**src/rtl/sort_pkg.sv**
```systemverilog
// sort_pkg: shared types and constants for the sort-buffer RAM slice.
// Client indices fix which requester sits on which arbiter port.
package sort_pkg;

    typedef enum logic {
        IDLE_S,
        LOCKED_S
    } state_t;

    localparam int CLIENT_RX   = 0;
    localparam int CLIENT_SORT = 1;
    localparam int CLIENT_TX   = 2;

    localparam int SORT_DWIDTH = 10;
    localparam int SORT_AWIDTH = 10;

endpackage

```
**src/rtl/rd_tag_pipe.sv**
```systemverilog
// rd_tag_pipe: delay line carrying (valid, client index) alongside
// the RAM read latency so returned data can be steered to its owner.
module rd_tag_pipe #(
    parameter int DEPTH = 2,
    parameter int IW    = 2
) (
    input  logic          clk_i,
    input  logic          srst_n_i,
    input  logic          push_valid,
    input  logic [IW-1:0] push_idx,
    output logic          pop_valid,
    output logic [IW-1:0] pop_idx
);

    logic [DEPTH-1:0] v_q;
    logic [IW-1:0]    idx_q [DEPTH];

    always_ff @(posedge clk_i) begin
        if (!srst_n_i) begin
            for (int i = 0; i < DEPTH; i++) begin
                v_q[i]   <= 1'b0;
                idx_q[i] <= '0;
            end
        end else begin
            v_q[0]   <= push_valid;
            idx_q[0] <= push_idx;
            for (int i = 1; i < DEPTH; i++) begin
                v_q[i]   <= v_q[i-1];
                idx_q[i] <= idx_q[i-1];
            end
        end
    end

    assign pop_valid = v_q[DEPTH-1];
    assign pop_idx   = idx_q[DEPTH-1];

endmodule

```
**src/rtl/sort_ram_arbiter.sv**
```systemverilog
// sort_ram_arbiter: round-robin sharing of one sort-buffer RAM port,
// with locked bursts for the sort engine and tagged read returns.
module sort_ram_arbiter
    import sort_pkg::*;
#(
    parameter int DWIDTH     = SORT_DWIDTH,
    parameter int AWIDTH     = SORT_AWIDTH,
    parameter int CLIENTS    = 3,
    parameter int RD_LATENCY = 2,
    parameter int MAX_LOCK   = 64
) (
    input  logic                      clk_i,
    input  logic                      srst_n_i,
    input  logic [CLIENTS-1:0]        req_i,
    input  logic [CLIENTS-1:0]        lock_i,
    input  logic [CLIENTS-1:0]        wr_i,
    input  logic [CLIENTS*AWIDTH-1:0] addr_i,
    input  logic [CLIENTS*DWIDTH-1:0] wdata_i,
    output logic [CLIENTS-1:0]        gnt_o,
    output logic [CLIENTS-1:0]        rvalid_o,
    output logic [DWIDTH-1:0]         rdata_o,
    output logic                      lock_err_o,
    output logic [AWIDTH-1:0]         ram_addr_o,
    output logic [DWIDTH-1:0]         ram_data_o,
    output logic                      ram_wren_o,
    input  logic [DWIDTH-1:0]         ram_q_i
);

    localparam int IW  = $clog2(CLIENTS);
    localparam int IW1 = IW + 1;
    localparam int CW  = $clog2(MAX_LOCK + 1);

    state_t        state_q, state_d;
    logic [IW-1:0] rr_ptr_q, rr_ptr_d;
    logic [IW-1:0] own_q, own_d;
    logic [CW-1:0] lock_cnt_q, lock_cnt_d;
    logic          lock_err_q, lock_err_d;
    logic [AWIDTH-1:0] addr_q;
    logic [DWIDTH-1:0] data_q;

    logic          gnt_any;
    logic [IW-1:0] gnt_idx;
    logic [IW1-1:0] cand_w;
    logic [IW-1:0] cand;
    logic [AWIDTH-1:0] addr_sel;
    logic [DWIDTH-1:0] data_sel;
    logic          wr_sel, lock_sel;
    logic          tag_valid;
    logic [IW-1:0] tag_idx;

    function automatic logic [IW-1:0] rr_next(input logic [IW-1:0] k);
        return (k == IW'(CLIENTS - 1)) ? '0 : k + IW'(1);
    endfunction

    // Owner is the only candidate while locked; otherwise search from rr_ptr.
    always_comb begin
        gnt_any = 1'b0;
        gnt_idx = '0;
        cand_w  = '0;
        cand    = '0;
        if (state_q == LOCKED_S) begin
            gnt_any = req_i[own_q];
            gnt_idx = own_q;
        end else begin
            for (int i = 0; i < CLIENTS; i++) begin
                cand_w = {1'b0, rr_ptr_q} + IW1'(i);
                if (cand_w >= IW1'(CLIENTS))
                    cand_w = cand_w - IW1'(CLIENTS);
                cand = cand_w[IW-1:0];
                if (!gnt_any && req_i[cand]) begin
                    gnt_any = 1'b1;
                    gnt_idx = cand;
                end
            end
        end
    end

    always_comb begin
        addr_sel = '0;
        data_sel = '0;
        wr_sel   = 1'b0;
        lock_sel = 1'b0;
        for (int i = 0; i < CLIENTS; i++) begin
            if (gnt_idx == IW'(i)) begin
                addr_sel = addr_i[i*AWIDTH +: AWIDTH];
                data_sel = wdata_i[i*DWIDTH +: DWIDTH];
                wr_sel   = wr_i[i];
                lock_sel = lock_i[i];
            end
        end
    end

    always_comb begin
        state_d    = state_q;
        rr_ptr_d   = rr_ptr_q;
        own_d      = own_q;
        lock_cnt_d = lock_cnt_q;
        lock_err_d = 1'b0;
        unique case (state_q)
            IDLE_S: begin
                if (gnt_any) begin
                    if (lock_sel && MAX_LOCK > 1) begin
                        state_d    = LOCKED_S;
                        own_d      = gnt_idx;
                        lock_cnt_d = CW'(1);
                    end else begin
                        rr_ptr_d = rr_next(gnt_idx);
                    end
                end
            end
            LOCKED_S: begin
                lock_cnt_d = lock_cnt_q + CW'(1);
                // lock_cnt counts owned cycles already completed
                if (!lock_i[own_q] || lock_cnt_q == CW'(MAX_LOCK - 1)) begin
                    state_d    = IDLE_S;
                    rr_ptr_d   = rr_next(own_q);
                    lock_cnt_d = '0;
                    lock_err_d = lock_i[own_q];
                end
            end
            default: state_d = IDLE_S;
        endcase
    end

    always_ff @(posedge clk_i) begin
        if (!srst_n_i) begin
            state_q    <= IDLE_S;
            rr_ptr_q   <= '0;
            own_q      <= '0;
            lock_cnt_q <= '0;
            lock_err_q <= 1'b0;
            addr_q     <= '0;
            data_q     <= '0;
        end else begin
            state_q    <= state_d;
            rr_ptr_q   <= rr_ptr_d;
            own_q      <= own_d;
            lock_cnt_q <= lock_cnt_d;
            lock_err_q <= lock_err_d;
            if (gnt_any) begin
                addr_q <= addr_sel;
                data_q <= data_sel;
            end
        end
    end

    rd_tag_pipe #(
        .DEPTH (RD_LATENCY),
        .IW    (IW)
    ) u_rd_tag_pipe (
        .clk_i      (clk_i),
        .srst_n_i   (srst_n_i),
        .push_valid (gnt_any && !wr_sel),
        .push_idx   (gnt_idx),
        .pop_valid  (tag_valid),
        .pop_idx    (tag_idx)
    );

    always_comb begin
        gnt_o      = '0;
        rvalid_o   = '0;
        rdata_o    = '0;
        lock_err_o = 1'b0;
        ram_addr_o = '0;
        ram_data_o = '0;
        ram_wren_o = 1'b0;
        if (srst_n_i) begin
            if (gnt_any)
                gnt_o[gnt_idx] = 1'b1;
            if (tag_valid) begin
                rvalid_o[tag_idx] = 1'b1;
                rdata_o           = ram_q_i;
            end
            lock_err_o = lock_err_q;
            ram_addr_o = gnt_any ? addr_sel : addr_q;
            ram_data_o = gnt_any ? data_sel : data_q;
            ram_wren_o = gnt_any && wr_sel;
        end
    end

endmodule
```
**config.mk**
```make
export PLATFORM = sky130hd
export DESIGN_NAME = sort_ram_arbiter
export DESIGN_NICKNAME = d
export VERILOG_FILES = /design/src/rtl/sort_pkg.sv /design/src/rtl/rd_tag_pipe.sv /design/src/rtl/sort_ram_arbiter.sv
export SDC_FILE = /design/constraint.sdc
export NUM_CORES = 1
export LEC_CHECK = 0
export CAP_MARGIN = 20
export CORE_MARGIN = 2
export CORE_UTILIZATION = 45
export CTS_BUF_LIST = sky130_fd_sc_hd__clkbuf_4
export DETAILED_ROUTE_END_ITERATION = 8
export PLACE_DENSITY_LB_ADDON = 0.12
export SETUP_SLACK_MARGIN = 0.05
export SLEW_MARGIN = 30
export SYNTH_ARGS = -nofsm -noshare
export SYNTH_HDL_FRONTEND = slang
export SYNTH_SLANG_ARGS = --single-unit
```
**constraint.sdc**
```tcl
create_clock -name clk_i -period 5.9 [get_ports clk_i]
set_clock_uncertainty 0.2 [all_clocks]
set_input_delay 1.18 -clock clk_i [delete_from_list [all_inputs] [get_ports clk_i]]
set_output_delay 1.18 -clock clk_i [all_outputs]
set_load 0.01 [all_outputs]
```
### Word-level counts from Yosys, hierarchy flattened

Memory sizes are Yosys's and may differ from the RTL's.
Cells that the tools add are included.

* mux-type cells: 72
* add/subtract/negate cells: 8
* bitwise operators: 3
* equal/unequal tests: 8
* magnitude comparators: 11
* reduce and logical (&&, ||, !) cells: 16

Operator list (number)
* 2-to-1 mux 10 bit: 12
* 2-to-1 mux 2 bit: 17
* 2-to-1 mux 1 bit: 26
* 2-to-1 mux 7 bit: 3
* < comparator 2 x 3 -> 1 bit, second input constant: 6
* one-hot mux 7 bit (2 select lines): 1
* 2-to-1 mux 3 bit: 4
* binary-select mux 1 bit (select 2 bit): 5
* AND reduction 3 bit: 3
* adder 7 x 1 -> 7 bit, second input constant: 1
* == test 7 x 6 -> 1 bit, second input constant: 1
* >= comparator 3 x 2 -> 1 bit, second input constant: 2
* logical AND 1 bit: 6
* != test 2 bit, second input constant: 3
* subtractor 2 bit, second input constant: 3
* adder 2 x 1 -> 2 bit, second input constant: 2
* demux 1 bit (select 2 bit): 2
* == test 2 bit, second input constant: 2
* >= comparator 2 x 1 -> 1 bit, second input constant: 2
* zero test 1 bit: 4
* one-hot mux 2 bit (2 select lines): 1
* adder 2 x 1 -> 3 bit, second input constant: 1
* adder 2 x 2 -> 3 bit, second input constant: 1
* == test 2 x 1 -> 1 bit, second input constant: 1
* other kinds (8): 9

* register bits after elaboration: 35
* input bits: 81
* memories: 1
* bits in writable memories: 4
* output and inout port bits: 38
* logic and storage cells: 127

Memories
* u_rd_tag_pipe.idx_q: depth 2, bits a word 2, read ports 2, clocked after memory_dff 0, wr ports 2, line rd_tag_pipe.sv:16 `logic [IW-1:0] idx_q [DEPTH];`

### Depth between registers and ports, before layout

* depth after elaboration: 22
* depth in mapped cells: 11
* mapped depth without buffers: 9

### Cells and area by module

From an unflattened synthesis, not the netlist that was laid out.

* cells, all modules: 271
* area, all modules: 2601.2 um^2

By module, submodules not included
* sort_ram_arbiter: cells each 257, sequential area each 660.6 um^2, area each 2428.6 um^2, instances 1
* rd_tag_pipe: cells each 14, sequential area each 120.1 um^2, area each 172.7 um^2, instances 1

### Worst setup path after synthesis

OpenSTA, ideal clock, no wires.

* kind: input -> output
* start point: input req_i[2]
* end point: output ram_addr_o[6]
* stages: 10
* arrival: 2.979 ns
* setup slack: 1.541 ns
* buffers on the path: 3
* data required time: 4.520 ns
* cells stage by stage: buf_6 > mux2_4 > o32ai_2 > a311oi_2 > or2_1 > buf_6 > buf_12 > mux2_4 > a22oi_2 > a21oi_1

* word-level cells in the longest chain between the ends: 18
* elaborated cells on any way between the ends: 30
* classes of those cells: 2 x eq/ne; 23 x mux; 5 x reduce/logical

Ends and longest elaborated chain
* start: declaration: line sort_ram_arbiter.sv:14 `input logic [CLIENTS-1:0] req_i,`
* binary-select mux 1 bit (select 2 bit): line sort_ram_arbiter.sv:70 `if (!gnt_any && req_i[cand]) begin`
* 2-to-1 mux 1 bit (not written as such): line sort_ram_arbiter.sv:70
* 2-to-1 mux 1 bit: line sort_ram_arbiter.sv:70
* 2-to-1 mux 1 bit: line sort_ram_arbiter.sv:61 `if (state_q == LOCKED_S) begin`
* zero test 1 bit: line sort_ram_arbiter.sv:70
* logical AND 1 bit: line sort_ram_arbiter.sv:70
* 2-to-1 mux 1 bit: line sort_ram_arbiter.sv:70
* 2-to-1 mux 1 bit: line sort_ram_arbiter.sv:61
* zero test 1 bit: line sort_ram_arbiter.sv:70
* logical AND 1 bit: line sort_ram_arbiter.sv:70
* 2-to-1 mux 2 bit: line sort_ram_arbiter.sv:70
* 2-to-1 mux 2 bit: line sort_ram_arbiter.sv:61
* zero test 2 bit: line sort_ram_arbiter.sv:84 `if (gnt_idx == IW'(i)) begin`
* 2-to-1 mux 10 bit (3 in series): line sort_ram_arbiter.sv:84
* 2-to-1 mux 10 bit (*) (2 in series)
* end: declaration: line sort_ram_arbiter.sv:23 `output logic [AWIDTH-1:0] ram_addr_o,`

Mark *: on every way between the ends. The rest lies on a longest branch, timed or not. The select of a mux whose other input is x is not followed.

### Worst setup path after layout

* start point: input req_i[2]
* end point: output ram_addr_o[9]

The elaborated chain is that of the path after synthesis.

==> impl_metrics.toml <==
[timing]
worst_pin_slew_ns = 0.843
drv_slew = 0
finalSetupTns_ns = 0
fmax_mhz = 179
hold_violations = 0
layout_min_cycle_time_ns = 5.60
relSlewSlack_pct = 43.6
setup_violations = 0
min_period_over_period_pct = 94.9
rsz0062_at_grt = "no"

[clock_tree]
clk_latency_ns = 0.37
cts_buffers = 5
cts_root_buf = "clkbuf_4"
clockBufferDepth = 2
clock-sinks = 39
cts_resized = 0
cts_tree = "yes"
htreeDepth = 2
path_clk_slew_ns = 0.11
hold_buffers = 0

[logic_synthesis]
ys_seq_area_share_pct = 31.0
async_flop_share_pct = 0
synth_area_sq_um = 2520
yosysWarnings = 0
synth_cells = 275
synth_seq_cells = 39
yosysUniqueCellTypes = 49
synthFlopType = "dfxtp_1"
avgSynthCellArea_sq_um = 9.16
synth_edf_count = 0
syn_nets = 360

[power_and_ir_drop]
power.total_mw = 1.69
leakage_nw = 1.49
irDropWorstVdd_mv = 0.236
p_per_area_nw_per_um2 = 438

[placement]
io_buffers = 118
dpl.hpwl_um = 5360
globalplace.congestion = 0.838

[global_routing]
grt_use_total_pct = 23.0
antenna_found_initial = 0
grt_start_max_net_pins = 26
grt-ovfl-total = 0
grt_first_pass_wirelength_um = 11300
grt_pass1_vias = 2402

[drt]
wl_per_cell_um = 15.4
ant_nets = 0
num_vias = 2552
initialDrtViolationCount = 112
finalWirelength_um = 7140
drc = 0
firstDrtPassIters = 5
via_per_inst = 5.51

[floorplanning]
die_y_um = 78.8
core_sq_um = 5470
die_x_um = 78.8
die-area_sq_um = 6210
num_rows = 27
pin_count = 119
initial_core_util_pct = 46.0

[final_layout]
fill_cells = 462
drive_gt1_share_pct = 17.1
num_antenna_cells = 0
layout.nets = 475
area_growth_syn_to_layout_pct = 52.8

[worst_setup_path]
critPathKind = "in -> out"
cp-end-kind = "output port"
required_ns = 4.52
startpoint_type = "input port"
reg2regPathDepth = 10
cp.arrival_ns = 4.22
worstPathMaxFanout = 14

[run_status]
status = "complete, no violations"

[min_path]
whs_path_depth = 1
hold_path_class = "reg -> reg"

[flow_run]
max_cap_viol_count = 0
-- kinds of logic after synthesis --
group / after synthesis / share of synthesized area, %
multiplexers: 28 / 14.6
AO/OA/AOI/OAI: 103 / 30.8
buffers and inverters: 26 / 5.96
AND/OR/NAND/NOR: 75 / 15.6
flip-flops: 39 / 31.0
adder cells (fa/ha/maj): 4 / 1.99
-- per-layer routing --
| metal | GRT usage, % | share of wire [%] | vias to the layer above |
|---|---|---|---|
| met5 | 0 | 0 | - |
| met2 | 41.3 | 52 | 82 |
| met3 | 6.25 | 6.4 | 8 |
| met4 | 8.79 | 1.7 | 0 |
| li1 | - | - | 1256 |
| met1 | 25.9 | 40 | 1206 |
-- area by class of cell --
type	count	area, sq um	area share, %
tap	72	90.1	2.34
clock buffer	5	37.5	0.975
inverter	7	26.3	0.682
timing repair buffer	127	1270	33.1
clock inverter	3	38.8	1.01
multi-input combinational	210	1600	41.7
sequential	39	781	20.3
-- worst max-delay path, cell delays in order --
cell	delay [ns]
clkdlybuf4s50_1	0.58
mux2_2	0.34
a2111oi_0	0.28
a221o_2	0.27
o221a_2	0.44
buf_12	0.20
a22oi_1	0.09
a21oi_1	0.24
clkdlybuf4s50_1	0.58
-- path summary, 6_finish.rpt --
check | from | end | slack [ns]
hold reg to reg | u_rd_tag_pipe.idx_q[0][1] | u_rd_tag_pipe.idx_q[0][3] | 0.25
hold / removal | u_rd_tag_pipe.idx_q[0][1] | u_rd_tag_pipe.idx_q[0][3] | 0.25
setup / recovery | req_i[2] | ram_addr_o[9] | 0.30
setup reg to reg | rr_ptr_q[0] | lock_cnt_q[5] | 2.82
-- state kept, by name, indices dropped and copies added, names as in the netlist --
register / count
u_rd_tag_pipe.v_q: 2
state_q: 1
lock_cnt_q: 7
u_rd_tag_pipe.idx_q: 4
addr_q: 10
rr_ptr_q: 2
own_q: 2
data_q: 10
lock_err_q: 1
-- where the power goes --
part	leakage (nW)	switching (mW)	internal [mW]
sequential	0.321	0.0446	0.343
combinational	1.13	0.556	0.560
clock	0.0426	0.0950	0.0872
total	1.49	0.695	0.991
-- cell usage in the layout, fill, tap and decap left out, types with 5 or more instances in the layout --
cell type,instances
buf_4,7
nor3_1,6
mux2_2,7
clkdlybuf4s50_1,118
clkbuf_4,5
a22oi_2,15
and2_1,6
mux2_4,16
nand2_1,18
o21ai_0,32
nand3_1,6
inv_1,7
a21oi_1,21
and3_1,13
mux2i_1,5
nor2_1,9
dfxtp_1,39
a22oi_1,6
-- Yosys cell counts, types with 5 or more instances --
cell      number  share of area [%]
clkbuf_1      11                1.6
a22oi_1        6                1.8
nand2_1       18                2.7
o21ai_0       32                6.4
a22oi_2       15                7.4
dfxtp_1       39                 31
inv_1          7                1.0
and2_1         6                1.5
a21oi_1       21                4.2
nor3_1         6                1.2
mux2i_1        5                2.0
mux2_2         7                3.1
nor2_1         9                1.3
mux2_4        16                9.5
nand3_1        6                1.2
and3_1        13                3.2
-- metrics by stage --
| step | util (%) | setup WS, ns | std cells | instance area [sq um] | hold slack, ns |
|---|---|---|---|---|---|
| after floorplan | - | 1.54 | 275 | 2520 | 0.212 |
| after global placement | 68.7 | 0.392 | 453 | 3760 | 0.216 |
| after detailed placement | 68.7 | 0.258 | 453 | 3760 | 0.221 |
| after CTS | 70.1 | 0.264 | 461 | 3840 | 0.247 |
| after global routing | 70.4 | 0.195 | 463 | 3850 | 0.263 |
| final | 70.4 | 0.303 | 463 | 3850 | 0.246 |
-- repair_timing --
| action | in CTS | in global routing |
|---|---|---|
| endpoints found under the setup margin | 0 | 4 |
| setup buffers | 0 | 2 |
| hold endpoints to repair | 0 | 0 |
Note: power is estimated with default switching activity, not from simulation.
